`src/rtl/mem_access_unit_pkg.sv`:
```
// Shared types and defaults for the byte/word memory access unit.
// The pair address always points at the odd (high) byte of a 16-bit pair.
package mem_access_unit_pkg;

   localparam int ADDR_W_DEFAULT = 14;
   localparam int DATA_W_DEFAULT = 16;

   typedef enum logic [1:0] {
      ST_IDLE,
      ST_RD,
      ST_WR,
      ST_RESP
   } state_t;

   typedef logic [31:0] addr_wide_t;

   // Forcing bit 0 high can never carry, so the pair address cannot wrap.
   function automatic addr_wide_t pair_addr(input addr_wide_t addr);
      return addr | addr_wide_t'(1);
   endfunction

endpackage

```
`src/rtl/mem_access_unit_if.sv`:
```
// Core request/response handshake plus the 16-bit pair memory port.
// The slave modport is the unit; the master modport is the core and memory side.
interface mem_access_unit_if
   import mem_access_unit_pkg::*;
#(
   parameter int ADDR_W = ADDR_W_DEFAULT,
   parameter int DATA_W = DATA_W_DEFAULT
);
   logic              req_valid;
   logic              req_ready;
   logic              req_we;
   logic              req_byte;
   logic [ADDR_W-1:0] req_addr;
   logic [DATA_W-1:0] req_wdata;
   logic              resp_valid;
   logic              resp_ready;
   logic [DATA_W-1:0] resp_rdata;
   logic              resp_err;
   logic [ADDR_W-1:0] mem_addr;
   logic [DATA_W-1:0] mem_wdata;
   logic              mem_we;
   logic [DATA_W-1:0] mem_rdata;

   modport slave (
      input  req_valid, req_we, req_byte, req_addr, req_wdata, resp_ready, mem_rdata,
      output req_ready, resp_valid, resp_rdata, resp_err, mem_addr, mem_wdata, mem_we
   );

   modport master (
      output req_valid, req_we, req_byte, req_addr, req_wdata, resp_ready, mem_rdata,
      input  req_ready, resp_valid, resp_rdata, resp_err, mem_addr, mem_wdata, mem_we
   );
endinterface

```
`src/rtl/mem_access_unit.sv`:
```
// Byte/word load-store unit over a 16-bit pair memory; byte stores are done
// as read-modify-write of the pair, misaligned word accesses error out.
module mem_access_unit
   import mem_access_unit_pkg::*;
#(
   parameter int ADDR_W = ADDR_W_DEFAULT,
   parameter int DATA_W = DATA_W_DEFAULT
) (
   input  logic             clk,
   input  logic             rst,
   mem_access_unit_if.slave bus
);

   state_t            state_reg;
   logic              addr_lsb_reg;
   logic [7:0]        wbyte_reg;
   logic              we_reg;
   logic              byte_reg;
   logic              req_ready_reg;
   logic              resp_valid_reg;
   logic              resp_err_reg;
   logic [DATA_W-1:0] resp_rdata_reg;
   logic [ADDR_W-1:0] mem_addr_reg;
   logic [DATA_W-1:0] mem_wdata_reg;
   logic              mem_we_reg;

   logic [ADDR_W-1:0] pair_next;
   logic              accept;
   logic              misaligned;
   logic [7:0]        rd_byte;
   logic [DATA_W-1:0] load_data;
   logic [DATA_W-1:0] merge_data;

   always_comb begin
      pair_next  = ADDR_W'(pair_addr(addr_wide_t'(bus.req_addr)));
      accept     = bus.req_valid && req_ready_reg;
      misaligned = !bus.req_byte && !bus.req_addr[0];
      rd_byte    = addr_lsb_reg ? bus.mem_rdata[DATA_W-1:8] : bus.mem_rdata[7:0];
      load_data  = byte_reg ? DATA_W'(rd_byte) : bus.mem_rdata;
      // Odd address owns the high byte of the pair, even address the low byte.
      merge_data = addr_lsb_reg ? {wbyte_reg, bus.mem_rdata[7:0]}
                                : {bus.mem_rdata[DATA_W-1:8], wbyte_reg};
   end

   always_ff @(posedge clk) begin
      if (rst) begin
         state_reg      <= ST_IDLE;
         addr_lsb_reg   <= 1'b0;
         wbyte_reg      <= '0;
         we_reg         <= 1'b0;
         byte_reg       <= 1'b0;
         req_ready_reg  <= 1'b0;
         resp_valid_reg <= 1'b0;
         resp_err_reg   <= 1'b0;
         resp_rdata_reg <= '0;
         mem_addr_reg   <= '0;
         mem_wdata_reg  <= '0;
         mem_we_reg     <= 1'b0;
      end else begin
         case (state_reg)
            ST_IDLE: begin
               req_ready_reg <= 1'b1;
               if (accept) begin
                  req_ready_reg <= 1'b0;
                  addr_lsb_reg  <= bus.req_addr[0];
                  wbyte_reg     <= bus.req_wdata[7:0];
                  we_reg        <= bus.req_we;
                  byte_reg      <= bus.req_byte;
                  if (misaligned) begin
                     state_reg      <= ST_RESP;
                     resp_valid_reg <= 1'b1;
                     resp_err_reg   <= 1'b1;
                     resp_rdata_reg <= '0;
                  end else if (bus.req_we && !bus.req_byte) begin
                     state_reg     <= ST_WR;
                     mem_addr_reg  <= pair_next;
                     mem_wdata_reg <= bus.req_wdata;
                     mem_we_reg    <= 1'b1;
                  end else begin
                     state_reg     <= ST_RD;
                     mem_addr_reg  <= pair_next;
                     mem_wdata_reg <= '0;
                     mem_we_reg    <= 1'b0;
                  end
               end
            end
            ST_RD: begin
               // Only byte stores reach RD with we set; they continue to the write.
               if (we_reg) begin
                  state_reg     <= ST_WR;
                  mem_wdata_reg <= merge_data;
                  mem_we_reg    <= 1'b1;
               end else begin
                  state_reg      <= ST_RESP;
                  mem_addr_reg   <= '0;
                  resp_valid_reg <= 1'b1;
                  resp_err_reg   <= 1'b0;
                  resp_rdata_reg <= load_data;
               end
            end
            ST_WR: begin
               state_reg      <= ST_RESP;
               mem_addr_reg   <= '0;
               mem_wdata_reg  <= '0;
               mem_we_reg     <= 1'b0;
               resp_valid_reg <= 1'b1;
               resp_err_reg   <= 1'b0;
               resp_rdata_reg <= '0;
            end
            ST_RESP: begin
               if (bus.resp_ready) begin
                  state_reg      <= ST_IDLE;
                  resp_valid_reg <= 1'b0;
                  resp_err_reg   <= 1'b0;
                  resp_rdata_reg <= '0;
                  req_ready_reg  <= 1'b1;
               end
            end
            default: begin
               state_reg <= ST_IDLE;
            end
         endcase
      end
   end

   assign bus.req_ready  = req_ready_reg;
   assign bus.resp_valid = resp_valid_reg;
   assign bus.resp_err   = resp_err_reg;
   assign bus.resp_rdata = resp_rdata_reg;
   assign bus.mem_addr   = mem_addr_reg;
   assign bus.mem_wdata  = mem_wdata_reg;
   assign bus.mem_we     = mem_we_reg;

endmodule

```
`src/flat_wrapper.sv`:
```
// flat-port wrapper written by rule: the top's interface ports become plain ports
module mem_access_unit_flat import mem_access_unit_pkg::*;
#(
   parameter int ADDR_W = ADDR_W_DEFAULT,
   parameter int DATA_W = DATA_W_DEFAULT
)
  (clk, rst, bus_req_valid, bus_req_we, bus_req_byte, bus_req_addr, bus_req_wdata, bus_resp_ready, bus_mem_rdata, bus_req_ready, bus_resp_valid, bus_resp_rdata, bus_resp_err, bus_mem_addr, bus_mem_wdata, bus_mem_we);
  mem_access_unit_if #(.ADDR_W(ADDR_W), .DATA_W(DATA_W)) bus_i ();
  input  logic clk;
  input  logic rst;
  input wire logic [$bits(bus_i.req_valid)-1:0] bus_req_valid;
  input wire logic [$bits(bus_i.req_we)-1:0] bus_req_we;
  input wire logic [$bits(bus_i.req_byte)-1:0] bus_req_byte;
  input wire logic [$bits(bus_i.req_addr)-1:0] bus_req_addr;
  input wire logic [$bits(bus_i.req_wdata)-1:0] bus_req_wdata;
  input wire logic [$bits(bus_i.resp_ready)-1:0] bus_resp_ready;
  input wire logic [$bits(bus_i.mem_rdata)-1:0] bus_mem_rdata;
  output wire logic [$bits(bus_i.req_ready)-1:0] bus_req_ready;
  output wire logic [$bits(bus_i.resp_valid)-1:0] bus_resp_valid;
  output wire logic [$bits(bus_i.resp_rdata)-1:0] bus_resp_rdata;
  output wire logic [$bits(bus_i.resp_err)-1:0] bus_resp_err;
  output wire logic [$bits(bus_i.mem_addr)-1:0] bus_mem_addr;
  output wire logic [$bits(bus_i.mem_wdata)-1:0] bus_mem_wdata;
  output wire logic [$bits(bus_i.mem_we)-1:0] bus_mem_we;
  assign bus_i.req_valid = bus_req_valid;
  assign bus_i.req_we = bus_req_we;
  assign bus_i.req_byte = bus_req_byte;
  assign bus_i.req_addr = bus_req_addr;
  assign bus_i.req_wdata = bus_req_wdata;
  assign bus_i.resp_ready = bus_resp_ready;
  assign bus_i.mem_rdata = bus_mem_rdata;
  assign bus_req_ready = bus_i.req_ready;
  assign bus_resp_valid = bus_i.resp_valid;
  assign bus_resp_rdata = bus_i.resp_rdata;
  assign bus_resp_err = bus_i.resp_err;
  assign bus_mem_addr = bus_i.mem_addr;
  assign bus_mem_wdata = bus_i.mem_wdata;
  assign bus_mem_we = bus_i.mem_we;
  mem_access_unit #(.ADDR_W(ADDR_W), .DATA_W(DATA_W)) u_core (.clk(clk), .rst(rst), .bus(bus_i));
endmodule
```
`config.mk`:
```
export PLATFORM = sky130hd
export DESIGN_NAME = mem_access_unit_flat
export DESIGN_NICKNAME = d
export VERILOG_FILES = /design/src/rtl/mem_access_unit_pkg.sv /design/src/rtl/mem_access_unit_if.sv /design/src/rtl/mem_access_unit.sv /design/src/flat_wrapper.sv
export SDC_FILE = /design/constraint.sdc
export NUM_CORES = 1
export LEC_CHECK = 0
export BUFFER_PORTS_ARGS = -buffer_cell sky130_fd_sc_hd__buf_2
export CORE_ASPECT_RATIO = 0.5
export CORE_MARGIN = 1.5
export CORE_UTILIZATION = 50
export CTS_CLUSTER_DIAMETER = 60
export DETAILED_ROUTE_END_ITERATION = 7
export HOLD_SLACK_MARGIN = 0.12
export PLACE_DENSITY_LB_ADDON = 0.2
export SETUP_SLACK_MARGIN = 0.15
export SLEW_MARGIN = 20
export SYNTH_ARGS = -nofsm -noshare
export SYNTH_HDL_FRONTEND = slang
export SYNTH_SLANG_ARGS = --single-unit
```
`constraint.sdc`:
```
create_clock -name clk -period 2.9 [get_ports clk]
set_clock_uncertainty 0.2 [all_clocks]
set_input_delay 0 -clock clk [delete_from_list [all_inputs] [get_ports clk]]
set_output_delay 0 -clock clk [all_outputs]
set_load 0.01 [all_outputs]
```
==> metrics.txt <==
post-synth net total=406; Worst-Margin Slew=0.587 ns; CTS Sinks=63; Gate Count Post-Synth=347; Rows=19; hold violation total from the final report=0; # diodes=0; RR Startpoint=u_core.state_reg[1]; Synth Warn #=0; die area=0.00653 mm2; CP Capture Type=flip-flop; io pins=102; commonest non-fill, non-tap cells in the layout=buf_2 (101), dfxtp_1 (63), a21oi_1 (59); HP Start=u_core.bus.resp_rdata[1]; outcome=finished clean; worst hold path class=flip-flop to flip-flop; chip width=113 um; Sw Ratio=37.1%; initial core utilization=53.5%; Final HPWL DP=5740 um; worst-path fanout max=17; Main synth FF type=dfxtp_1; Critical Path Source Type=flip-flop; CTS Buf Count=9; All-Layer GR Usage=29.0%; maximum clock frequency=391 MHz; Routed WL per cell=16.1 um; reg2reg end=u_core.bus.resp_rdata[3]; first-pass GRT wire length=14400 um; crit path kind=flip-flop to flip-flop; clock power share=27.7%; Cells after DPL=502; Sequential Power Share=31.2%; residual DRC count=0; worst reg-to-reg path cell count=6; largest net degree at the start of global routing=50; pwr dens=890 mW/mm2; vias in the first global route=3064; WP data arrival=2.54 ns; DR vias=3113; mapped cell area=0.00301 mm2; fraction of layout cells with a size suffix above 1=30.9%; Seq/Total Area, Yosys=41.8%; Overall Power=3.86 mW; Die Y=57.9 um; Hold Path End=u_core.bus.resp_rdata[1]; switching power=1.43 mW; post-synth cell types=30; P_leak=1.78 nW; Final Non-Filler Cells=568; utilization after layout=77.1%; peak supply drop=589 uV; CTS tree=yes; RSZ-0062 raised after global routing=false; initial DRC count=343; clock-pin slew on the worst setup and hold paths=0.05 ns; R2R setup slack=0.34 ns; Pint=2.43 mW; Final setup viols=0; RD Place Congestion=0.860; hold path cells=2; CTS Root Cell=clkbuf_16; initial antenna violation count=0; WL final=9160 um; Setup TNS Final=0 ns; crit-path max cell delay=0.80 ns; Avg Inst Size Synth=8.69 um2; core area=0.00563 mm2; Final period util=88.1%; Area Overhead vs Synth=44.0%; slowest stage cell on the critical path=or4b_1; number of detailed-route iterations in the first pass=6; # H-tree levels=3; global route total overflow=0; crit-path cells=inv_1 > ha_1 > and2_1 > or4b_1 > nand2_1 > a21oi_1; Slew headroom=60.9%; number of max-cap violations=0; Final Max Tran Viols=0; number of synthesized flops with an enable pin=0; commonest non-fill, non-tap cell in the layout=buf_2; register bit total from synthesis=63; min Tclk post-route=2.56 ns; Async SR Flop Fraction=0%; antenna viol nets, final=0; Comb pwr share=41.2%; Worst-Skew Late Latency=0.32 ns; clock buffer depth=2; drt via density=5.48; Final #Nets=550; PortBufs=101; CP Data Required Time=2.88 ns
## repair_timing
action                     in CTS  in global routing
hold endpoints to repair       62                  0
setup buffers                   0                  0
gates resized for setup         0                  0
hold buffers                   51                  0
setup endpoints to repair       0                  0
## power by group through the flow
| stage | sequential, mW | combinational, mW | clock [mW] |
|---|---|---|---|
| finish | 1.20 | 1.59 | 1.07 |
| global route | 1.22 | 1.74 | 1.13 |
| CTS | 1.20 | 1.56 | 1.09 |
| detailed placement | 1.21 | 1.50 | 0 |
| global placement | 1.20 | 1.45 | 0 |
| floorplan | 1.28 | 1.05 | 0 |
## cell families after synthesis
kind of cell | share of synthesized area [%]
simple gates | 21.4
compound gates | 20.1
flops | 41.8
buf+inv | 4.73
mux | 9.01
fa+ha+maj | 2.91
## through the flow
step / hold WS [ns] / setup slack (ns) / instance area [um2]
after floorplan: -0.0640 / 0.737 / 3010
after global placement: 0.0561 / 0.533 / 3530
after detailed placement: 0.0606 / 0.388 / 3530
after CTS: 0.250 / 0.356 / 4340
after global routing: 0.264 / 0.226 / 4340
final: 0.247 / 0.345 / 4340
## worst max-delay path by stage
stage | start | end | cells past startpoint
after global routing | u_core.state_reg[1] | u_core.bus.resp_rdata[13] | 6
after detailed placement | u_core.state_reg[1] | u_core.bus.resp_rdata[14] | 6
after CTS | u_core.state_reg[1] | u_core.bus.resp_rdata[3] | 6
after global placement | u_core.state_reg[1] | u_core.bus.resp_rdata[11] | 6
after floorplan | u_core.state_reg[0] | u_core.bus.resp_rdata[10] | 8
final | u_core.state_reg[1] | u_core.bus.resp_rdata[3] | 6
## worst max-delay path: cells and delay by family (launching register included)
family                   cells  cell delay [ns]
adder cells (fa/ha/maj)      1             0.34
AO/OA/AOI/OAI                1             0.08
AND/OR/NAND/NOR              3             1.28
flip-flops                   1             0.40
buffers and inverters        1             0.12
## metal layers
metal | track usage [%] | wire length, um | vias to the layer above
met5 | 0 | 0 | -
met4 | 11.4 | 159 | 0
met3 | 7.95 | 782 | 17
met2 | 49.2 | 4310 | 160
met1 | 35.9 | 3910 | 1448
li1 | - | - | 1488
## synth_stat cells (7+ instances only)
master,number,area (um2)
mux2_2,9,101
clkbuf_1,13,48.8
buf_2,9,45.0
a211oi_2,13,163
nand3b_1,13,97.6
nand3_1,16,80.1
a21oi_1,59,295
a211oi_1,7,52.6
dfxtp_1,63,1260
ha_1,7,87.6
nor2_1,38,143
mux2i_1,17,170
nand2_1,55,206
## layout make-up
type,count,area [um2]
Multi-Input combinational cell,255,1610
Fill cell,382,1290
Sequential cell,63,1260
Timing Repair Buffer,159,1070
Clock buffer,12,256
Tap cell,73,91.3
Clock inverter,3,42.5
Inverter,3,11.3
No activity file was read; power rests on OpenSTA's default activity.
